**src/rtl/fetch_pkg.sv**
```systemverilog
// rtl/fetch_pkg.sv - Shared constants, fetch buffer entry type and helpers for the fetch stage
package fetch_pkg;

  localparam logic [31:0] NOP_INSTR = 32'h0000_0000;
  localparam logic [31:0] PC_STEP   = 32'd4;

  typedef struct packed {
    logic [31:0] pc;
    logic [31:0] instr;
  } fbuf_entry_t;

  // Event counters stick at all-ones rather than wrapping back to a small value.
  function automatic logic [31:0] sat_inc(input logic [31:0] v);
    return (v == 32'hFFFF_FFFF) ? v : v + 32'd1;
  endfunction

endpackage

```
**src/rtl/fetch_fifo.sv**
```systemverilog
// rtl/fetch_fifo.sv - Synchronous FIFO with push/pop/flush and an occupancy count
// flush clears the FIFO on the next edge and takes priority over push and pop.
module fetch_fifo #(
  parameter int unsigned WIDTH = 32,
  parameter int unsigned DEPTH = 4
) (
  input  logic                         clk,
  input  logic                         flush,
  input  logic                         push,
  input  logic [WIDTH-1:0]             push_data,
  input  logic                         pop,
  output logic [WIDTH-1:0]             head,
  output logic [$clog2(DEPTH+1)-1:0]   count
);

  localparam int unsigned AW = (DEPTH > 1) ? $clog2(DEPTH) : 1;
  localparam int unsigned CW = $clog2(DEPTH + 1);
  localparam logic [AW-1:0] LAST = AW'(DEPTH - 1);

  logic [WIDTH-1:0] mem [DEPTH];
  logic [AW-1:0]    rd_ptr;
  logic [AW-1:0]    wr_ptr;
  logic             do_push;
  logic             do_pop;

  // A push into a full FIFO is only legal when a pop frees a slot the same cycle.
  assign do_pop  = pop & (count != '0);
  assign do_push = push & ((count != CW'(DEPTH)) | do_pop);
  assign head    = mem[rd_ptr];

  always_ff @(posedge clk) begin
    if (flush) begin
      rd_ptr <= '0;
      wr_ptr <= '0;
      count  <= '0;
    end else begin
      if (do_push) wr_ptr <= (wr_ptr == LAST) ? '0 : wr_ptr + AW'(1);
      if (do_pop)  rd_ptr <= (rd_ptr == LAST) ? '0 : rd_ptr + AW'(1);
      case ({do_push, do_pop})
        2'b10:   count <= count + CW'(1);
        2'b01:   count <= count - CW'(1);
        default: count <= count;
      endcase
    end
  end

  always_ff @(posedge clk) begin
    if (do_push && !flush) mem[wr_ptr] <= push_data;
  end

endmodule

```
**src/rtl/fetch_cycle_buffered.sv**
```systemverilog
// rtl/fetch_cycle_buffered.sv - Fetch stage: in-order imem requests, fetch buffer, IF/ID register
// Define FETCH_PERF_EN to add saturating perf_redirects/perf_dropped/perf_bubbles outputs.
module fetch_cycle_buffered
  import fetch_pkg::*;
#(
  parameter logic [31:0] RESET_PC        = 32'h0000_0000,
  parameter int unsigned FBUF_DEPTH      = 4,
  parameter int unsigned MAX_OUTSTANDING = 2
) (
  input  logic        clk,
  input  logic        rst,
  input  logic        Stall,
  input  logic        PCSrcE,
  input  logic [31:0] PCTargetE,
  input  logic        PCSrcD,
  input  logic [31:0] PCTargetD,
  output logic        imem_req_valid,
  input  logic        imem_req_ready,
  output logic [31:0] imem_req_addr,
  input  logic        imem_rsp_valid,
  input  logic [31:0] imem_rsp_data,
  output logic [31:0] InstrD,
  output logic [31:0] PCD,
  output logic [31:0] PCPlus4D,
  output logic        ValidD
`ifdef FETCH_PERF_EN
  ,
  output logic [31:0] perf_redirects,
  output logic [31:0] perf_dropped,
  output logic [31:0] perf_bubbles
`endif
);

  localparam int unsigned IFW = $clog2(MAX_OUTSTANDING + 1);
  localparam int unsigned FBW = $clog2(FBUF_DEPTH + 1);

  logic [31:0]    pcf;
  logic [31:0]    target;
  logic [31:0]    if_head;
  logic [IFW-1:0] if_count;
  logic [IFW-1:0] drop_cnt;
  logic [FBW-1:0] fb_count;
  fbuf_entry_t    fb_in;
  fbuf_entry_t    fb_head;
  logic           redir;
  logic           fb_empty;
  logic           credit_ok;
  logic           req_fire;
  logic           rsp_take;
  logic           rsp_keep;
  logic           fb_pop;

  assign redir  = PCSrcE | (PCSrcD & ~Stall);
  assign target = PCSrcE ? PCTargetE : PCTargetD;

  // Every request in flight owns a buffer slot, so responses can never overflow the buffer.
  assign fb_empty  = (fb_count == '0);
  assign credit_ok = (32'(if_count) < MAX_OUTSTANDING) &&
                     (32'(if_count) + 32'(fb_count) < FBUF_DEPTH);

  assign imem_req_valid = rst & ~redir & credit_ok;
  assign imem_req_addr  = pcf;
  assign req_fire       = imem_req_valid & imem_req_ready;

  // Responses with nothing outstanding (e.g. left over from before a reset) are ignored.
  assign rsp_take = imem_rsp_valid & (if_count != '0);
  assign rsp_keep = rsp_take & (drop_cnt == '0) & ~redir;
  assign fb_pop   = ~redir & ~Stall & ~fb_empty;
  assign fb_in    = '{pc: if_head, instr: imem_rsp_data};

  fetch_fifo #(
    .WIDTH (32),
    .DEPTH (MAX_OUTSTANDING)
  ) u_inflight (
    .clk       (clk),
    .flush     (~rst),
    .push      (req_fire),
    .push_data (pcf),
    .pop       (rsp_take),
    .head      (if_head),
    .count     (if_count)
  );

  fetch_fifo #(
    .WIDTH ($bits(fbuf_entry_t)),
    .DEPTH (FBUF_DEPTH)
  ) u_fbuf (
    .clk       (clk),
    .flush     (~rst | redir),
    .push      (rsp_keep),
    .push_data (fb_in),
    .pop       (fb_pop),
    .head      (fb_head),
    .count     (fb_count)
  );

  always_ff @(posedge clk) begin
    if (!rst) begin
      pcf      <= RESET_PC;
      drop_cnt <= '0;
      InstrD   <= NOP_INSTR;
      PCD      <= '0;
      PCPlus4D <= '0;
      ValidD   <= 1'b0;
    end else begin
      if (redir)         pcf <= target;
      else if (req_fire) pcf <= pcf + PC_STEP;

      // Everything still outstanding after this cycle's response is wrong-path.
      if (redir)                          drop_cnt <= if_count - IFW'(rsp_take);
      else if (rsp_take && drop_cnt != '0) drop_cnt <= drop_cnt - IFW'(1);

      if (redir || (!Stall && fb_empty)) begin
        InstrD   <= NOP_INSTR;
        PCD      <= '0;
        PCPlus4D <= '0;
        ValidD   <= 1'b0;
      end else if (!Stall) begin
        InstrD   <= fb_head.instr;
        PCD      <= fb_head.pc;
        PCPlus4D <= fb_head.pc + PC_STEP;
        ValidD   <= 1'b1;
      end
    end
  end

`ifdef FETCH_PERF_EN
  always_ff @(posedge clk) begin
    if (!rst) begin
      perf_redirects <= '0;
      perf_dropped   <= '0;
      perf_bubbles   <= '0;
    end else begin
      if (redir)                 perf_redirects <= sat_inc(perf_redirects);
      if (rsp_take && !rsp_keep) perf_dropped   <= sat_inc(perf_dropped);
      if (!Stall && fb_empty)    perf_bubbles   <= sat_inc(perf_bubbles);
    end
  end
`endif

endmodule

```
**config.mk**
```make
export PLATFORM = sky130hd
export DESIGN_NAME = fetch_cycle_buffered
export DESIGN_NICKNAME = d
export VERILOG_FILES = /design/src/rtl/fetch_pkg.sv /design/src/rtl/fetch_fifo.sv /design/src/rtl/fetch_cycle_buffered.sv
export SDC_FILE = /design/constraint.sdc
export NUM_CORES = 1
export LEC_CHECK = 0
export BUFFER_PORTS_ARGS = -buffer_cell sky130_fd_sc_hd__buf_2
export CORE_MARGIN = 1
export CORE_UTILIZATION = 58
export DETAILED_ROUTE_END_ITERATION = 8
export GPL_TIMING_DRIVEN = 1
export PLACE_DENSITY = 0.82
export SLEW_MARGIN = 20
export SYNTH_ARGS = -nofsm -noshare
export SYNTH_HDL_FRONTEND = slang
export SYNTH_SLANG_ARGS = --single-unit
```
**constraint.sdc**
```tcl
create_clock -name clk -period 3.7 [get_ports clk]
set_input_delay 0.185 -clock clk [delete_from_list [all_inputs] [get_ports clk]]
set_output_delay 0.185 -clock clk [all_outputs]
set_load 0.02 [all_outputs]
```
Word level (Yosys, flattened, before mapping). Memories as Yosys holds them, arrays and structs flattened. A register that Yosys moved wholly into a read port is not among the register bits. Index checks and enable logic that the tools add are counted. Widths: inputs -> output; s select.

Register bits after elaboration: 142. Memory bits (writable): 320. Bits of input ports: 103. Output and inout bits: 130. Logic and storage cells: 95. Memories: 2.

Memories: u_fbuf.mem (words 4, bits a word 64, read ports 1, clocked after memory_dff 1, write ports 1, RTL line fetch_fifo.sv:20) `logic [WIDTH-1:0] mem [DEPTH];`; u_inflight.mem (words 2, bits a word 32, read ports 1, clocked after memory_dff 1, write ports 1, RTL line fetch_fifo.sv:20).

Add/sub/neg operators: 13. Order comparisons: 2. Equal/unequal tests: 8. Muxes and demuxes: 19. Bitwise operators: 21. Reduce and logical (&&, ||, !) cells: 18.

Operators with widths (number): $mux 32 (3); $add 32x3->32 const B (2); $and 1x1->1 (13); $mux 2 (6); $reduce_bool 2->1 (6); $eq 2x2->1 const B (4); $mux 1 (8); $add 2x1->2 const B (3); $pmux 3 s2 (1); $logic_and 1x1->1 (5); $add 2x3->4 (1); $eq 2x1->1 const B (2); $lt 4x3->1 const B (1); $not 1->1 (4); $or 1x1->1 (4); $pmux 2 s2 (1); $sub 2x1->2 const B (2); $add 3x1->3 const B (1); $logic_not 3->1 (1); $ne 3x3->1 const B (1); $reduce_bool 3->1 (1); $sub 3x1->3 const B (1); $add 1x1->1 const B (2); $logic_not 1->1 (2); other kinds (6) (6).

Depth between registers and ports, before layout.
Depth after elaboration: 12. Mapped depth: 10. Mapped depth without buffers: 9.

Cells and area by module. Synthesis repeated with hierarchy kept, for this count alone.

Cell total of the unflattened synthesis: 1279. Area total of the unflattened synthesis: 18845.6 um^2.

Modules (own cells, without submodules): fetch_fifo (u_fbuf) (times used 1, cells each 395, area each 9798.1 um^2, sequential area each 7867.5 um^2); fetch_cycle_buffered (times used 1, cells each 756, area each 6485.0 um^2, sequential area each 2582.5 um^2); fetch_fifo (u_inflight) (times used 1, cells each 128, area each 2562.5 um^2, sequential area each 2021.9 um^2).

Worst setup path before layout. No wires, ideal clock.

Path kind: reg-to-reg. From: register u_inflight.count[0]. To: memory u_fbuf.mem[0][0] (netlist bit), enable pin. Library setup time: 429 ps. Arrival time: 2852 ps. Data required time: 3271 ps. Slack: 419 ps. Cell stages (with the launch flop): 5. Path buffers: 1. Clock period less this slack: 3281 ps. Path through: dfxtp_1 > clkbuf_1 > o211ai_1 > nor4_2 > and3_1.

Word-level cells in the longest chain between the ends: 8.

RTL lines: start, declared (RTL line fetch_fifo.sv:13) `output logic [$clog2(DEPTH+1)-1:0] count`; start signal, assigned (RTL line fetch_fifo.sv:40) `2'b10: count <= count + CW'(1);`; start signal, assigned (RTL line fetch_fifo.sv:41) `2'b01: count <= count - CW'(1);`; start signal, assigned (RTL line fetch_fifo.sv:42) `default: count <= count;`; $reduce_bool 2->1 (RTL line fetch_cycle_buffered.sv:66) `assign rsp_take = imem_rsp_valid & (if_count != '0);`; $and 1x1->1 (RTL line fetch_cycle_buffered.sv:66); $and 1x1->1 (2 in a row) (RTL line fetch_cycle_buffered.sv:67) `assign rsp_keep = rsp_take & (drop_cnt == '0) & ~redir;`; $and 1x1->1 (RTL line fetch_fifo.sv:28) `assign do_push = push & ((count != CW'(DEPTH)) | do_pop);`; $logic_and 1x1->1 (RTL line fetch_fifo.sv:48) `if (do_push && !flush) mem[wr_ptr] <= push_data;`; $mux 1 (RTL line fetch_fifo.sv:48); $mux 1 (implied by the code) (RTL line fetch_fifo.sv:48); end, declared (RTL line fetch_fifo.sv:20).

Every way passes these cells.

Worst setup path in the final report.
From: input port rst. To: register pcf[8] (netlist: imem_req_addr[8]).

Word-level cells in the longest chain between the ends: 4.

RTL lines: start, declared (RTL line fetch_cycle_buffered.sv:11) `input logic rst,`; $and 1x1->1 (2 in a row) (RTL line fetch_cycle_buffered.sv:61) `assign imem_req_valid = rst & ~redir & credit_ok;`; $and 1x1->1 (RTL line fetch_cycle_buffered.sv:63) `assign req_fire = imem_req_valid & imem_req_ready;`; $reduce_bool 2->1 (no line); end signal, assigned (RTL line fetch_cycle_buffered.sv:106) `if (redir) pcf <= target;`; end signal, assigned (RTL line fetch_cycle_buffered.sv:107) `else if (req_fire) pcf <= pcf + PC_STEP;`; end, declared (RTL line fetch_cycle_buffered.sv:37) `logic [31:0] pcf;`.

Several ways; a longest one is shown, not always the timed one. A chain may end at the register's enable or synchronous reset.

==> reports/qor.yml <==
critical_path:
  path_max_fanout: 11
  crit_end: "imem_req_addr[8]"
  path_cells: "dlygate4sd3_1, buf_2, nor2b_1, nand2_1, buf_4, nor2_2, inv_2, nor3_1, xnor2_1, a2111oi_0, dlygate4sd3_1"
  cp_data_required_time_ns: 4.19
  crit_cells: 11
  end_kind: "flip-flop"
  regToRegEndpoint: "imem_req_addr[24]"
  critical-path-max-stage-delay_ns: 0.59
  r2r_start: "imem_req_addr[2]"
  slowest_stage: "dlygate4sd3_1"
  cp_common_cell: "dlygate4sd3_1"
  path_class: "in2reg"
  cp-startpoint: "rst"
  cpLargestDelayFamily: "buffers and inverters"
  r2r_setup_slack_ns: 0.68
  rr_worst_depth: 8
  arrival_ns: 3.53
  critPathLaunchType: "input pin"
  critical_path_buf_inv_count: 5
yosys:
  syn_inst: 1288
  yosysTopAreaCell: "edfxtp_1"
  ys_ff_latch: 463
  synth_nets: 1403
  synth_area_um2: 18300
  synthFlopType: "edfxtp_1"
  synth_edf_count: 320
  synth.avg_cell_area_um2: 14.2
  synth.area.top_cells: "edfxtp_1, dfxtp_1, mux4_2"
  synth_top_area_share: 0.525
  synthArstFlopShare: 0
  yosysWarnings: 0
  synth.distinct_cells: 61
  ys_seq_area_frac: 0.682
final_layout:
  antennaDiodeCount: 0
  final_common_cell: "edfxtp_1"
  nets: 1700
  final_cells: 2017
  final_cell_mix: "edfxtp_1, buf_2, nand2_1"
  syn_to_final_growth_pct: 20.2
  fin_area_um2: 22000
  drive_above_1_share: 0.268
  fillers: 1923
job:
  timing.max_cap.violations: 0
floorplanning:
  io_pins: 233
  die_h_um: 180
  start_util: 0.594
  dieArea_um2: 32300
  row_count: 64
  dieWidth_um: 180
  core_area_um2: 30800
pwr:
  powerDensity_nw_per_um2: 493
  cellLeakagePower_nw: 7.91
  irDropWorstVdd_uv: 325
sta:
  setup_slack_ns: 0.663
  fmax_ghz: 0.329
  setup_viol: 0
  relSlewSlack: 0.389
  skew_ns: 0.0160
  tightest_slew_ns: 0.917
  tns_ns: 0
  drv_slew: 0
  min_period_ns: 3.04
  hold_violations: 0
  fin_crit_sh: 0.821
  rsz0062_at_grt: "no"
placement:
  dp.cells: 1869
  place.gp.congestion: 0.898
  place_ws_ns: 1.01
  portBuffers: 232
  hpwl_um: 26500
  place_area_um2: 19900
worst_hold_path:
  min_path_type: "in2reg"
routing:
  drt_iter0_markers: 1173
  drt_wl_total_um: 42900
  wl_per_cell_um: 21.3
  dr.pass1.iters: 9
  ant_nets: 0
  drc_errors: 17
  vias_per_cell: 5.93
  vias: 12000
cts:
  clk_root_buffer_cell: "clkbuf_16"
  clock_latency_ns: 0.56
  cts_setup_buffers: 0
  cts-buffers-inserted: 44
  clk_pin_slew_ns: 0.06
  cts_repair_resize_count: 0
  clockBufferDepth: 3
  htree_levels: 2
  cts_tree: "yes"
  clock_sinks: 463
global_routing:
  grt_overflow_total: 0
  antenna_found_initial: 0
  grt_pass1_wl_um: 66400
  grt_pass1_vias: 11900
  grtUsageTotal: 0.266
  grt_max_degree: 81
outcome:
  status: "complete, but fails checks"
  violations: "design-rule violations"
worst min-delay path by stage:
stage	startpoint	endpoint	cells past startpoint
6_report	PCTargetE[16]	imem_req_addr[16]	3
2_1_floorplan	imem_rsp_data[0]	u_fbuf.mem[0][0]	0
5_1_grt	PCTargetD[6]	imem_req_addr[6]	4
4_1_cts	PCTargetE[29]	imem_req_addr[29]	3
3_5_place_dp	imem_rsp_data[20]	u_fbuf.mem[0][20]	1
3_3_place_gp	PCTargetE[18]	imem_req_addr[18]	3
per-layer routing:
metal / vias up / track usage / part of all wire
met5: - / 0 / 0
met4: 0 / 0.0883 / 0.025
met3: 94 / 0.0486 / 0.085
met2: 642 / 0.443 / 0.49
met1: 5789 / 0.358 / 0.40
li1: 5428 / - / -
stage by stage:
step | power [mW] | util | hold WS, ns
2_1_floorplan | 6.16 | - | 0.284
3_3_place_gp | 6.38 | 0.646 | 0.389
3_5_place_dp | 6.40 | 0.646 | 0.401
4_1_cts | 10.9 | 0.714 | 0.00144
5_1_grt | 11.1 | 0.714 | 0.0435
6_report | 10.8 | 0.714 | 0.0338
worst min-delay path: stages:
cell	delay, ns
buf_2	0.10
a21oi_1	0.07
a211oi_1	0.18
what timing repair did:
action                                  in CTS  in global routing
endpoints found under the setup margin       0                  0
endpoints found under the hold margin      153                  0
hold buffers                                66                  0
synthesized netlist by cell type (5+ instances only):
cell type,count
and3_1,16
clkbuf_1,49
nor3_1,16
ha_1,11
o31ai_1,5
o21ai_0,21
a211oi_1,21
nand3_1,24
buf_2,7
and4_1,6
mux4_2,59
mux2_2,32
xor2_1,33
nand4_1,20
mux2i_1,7
buf_1,10
a21oi_1,105
xnor2_1,20
inv_1,20
nand2_1,181
nor4_1,7
dfxtp_1,143
mux4_1,5
edfxtp_1,320
nor2_1,76
power breakdown:
part	leakage [nW]	switching [mW]	internal (mW)
Sequential	4.06	0.0780	5.63
Combinational	3.16	0.393	0.265
Clock	0.698	1.91	2.57
flip-flops by register name (all words and copies together), names as in the netlist, named ones only:
name,count
u_fbuf.mem,256
ValidD,1
u_fbuf.count,3
InstrD,32
u_inflight.mem,64
drop_cnt,2
PCD,32
PCPlus4D,30
imem_req_addr,32
u_fbuf.rd_ptr,2
u_inflight.wr_ptr,1
u_inflight.count,2
u_fbuf.wr_ptr,2
u_inflight.rd_ptr,1
cell families (layout without fill, tap and decap cells):
group,Yosys count,after routing,share of synthesized area
DFF,463,463,0.682
and+or+nand+nor,375,375,0.0970
xor gates and xnor gates,53,53,0.0254
muxes,103,103,0.103
buffers and inverters,94,427,0.0221
AOI/OAI and AO/OA,188,188,0.0620
adders and majority gates,12,12,0.00862
cell type report:
cell class                      count  area [µm²]  area share
Inverter                           22        83.8     0.00381
Sequential cell                   463       12500       0.567
Tap cell                          396         495      0.0225
Multi-Input combinational cell    731        5440       0.247
Clock buffer                       58        1150      0.0524
Clock inverter                     24         278      0.0126
Timing Repair Buffer              323        2070      0.0943
Note: power is estimated with default switching activity, not from simulation.
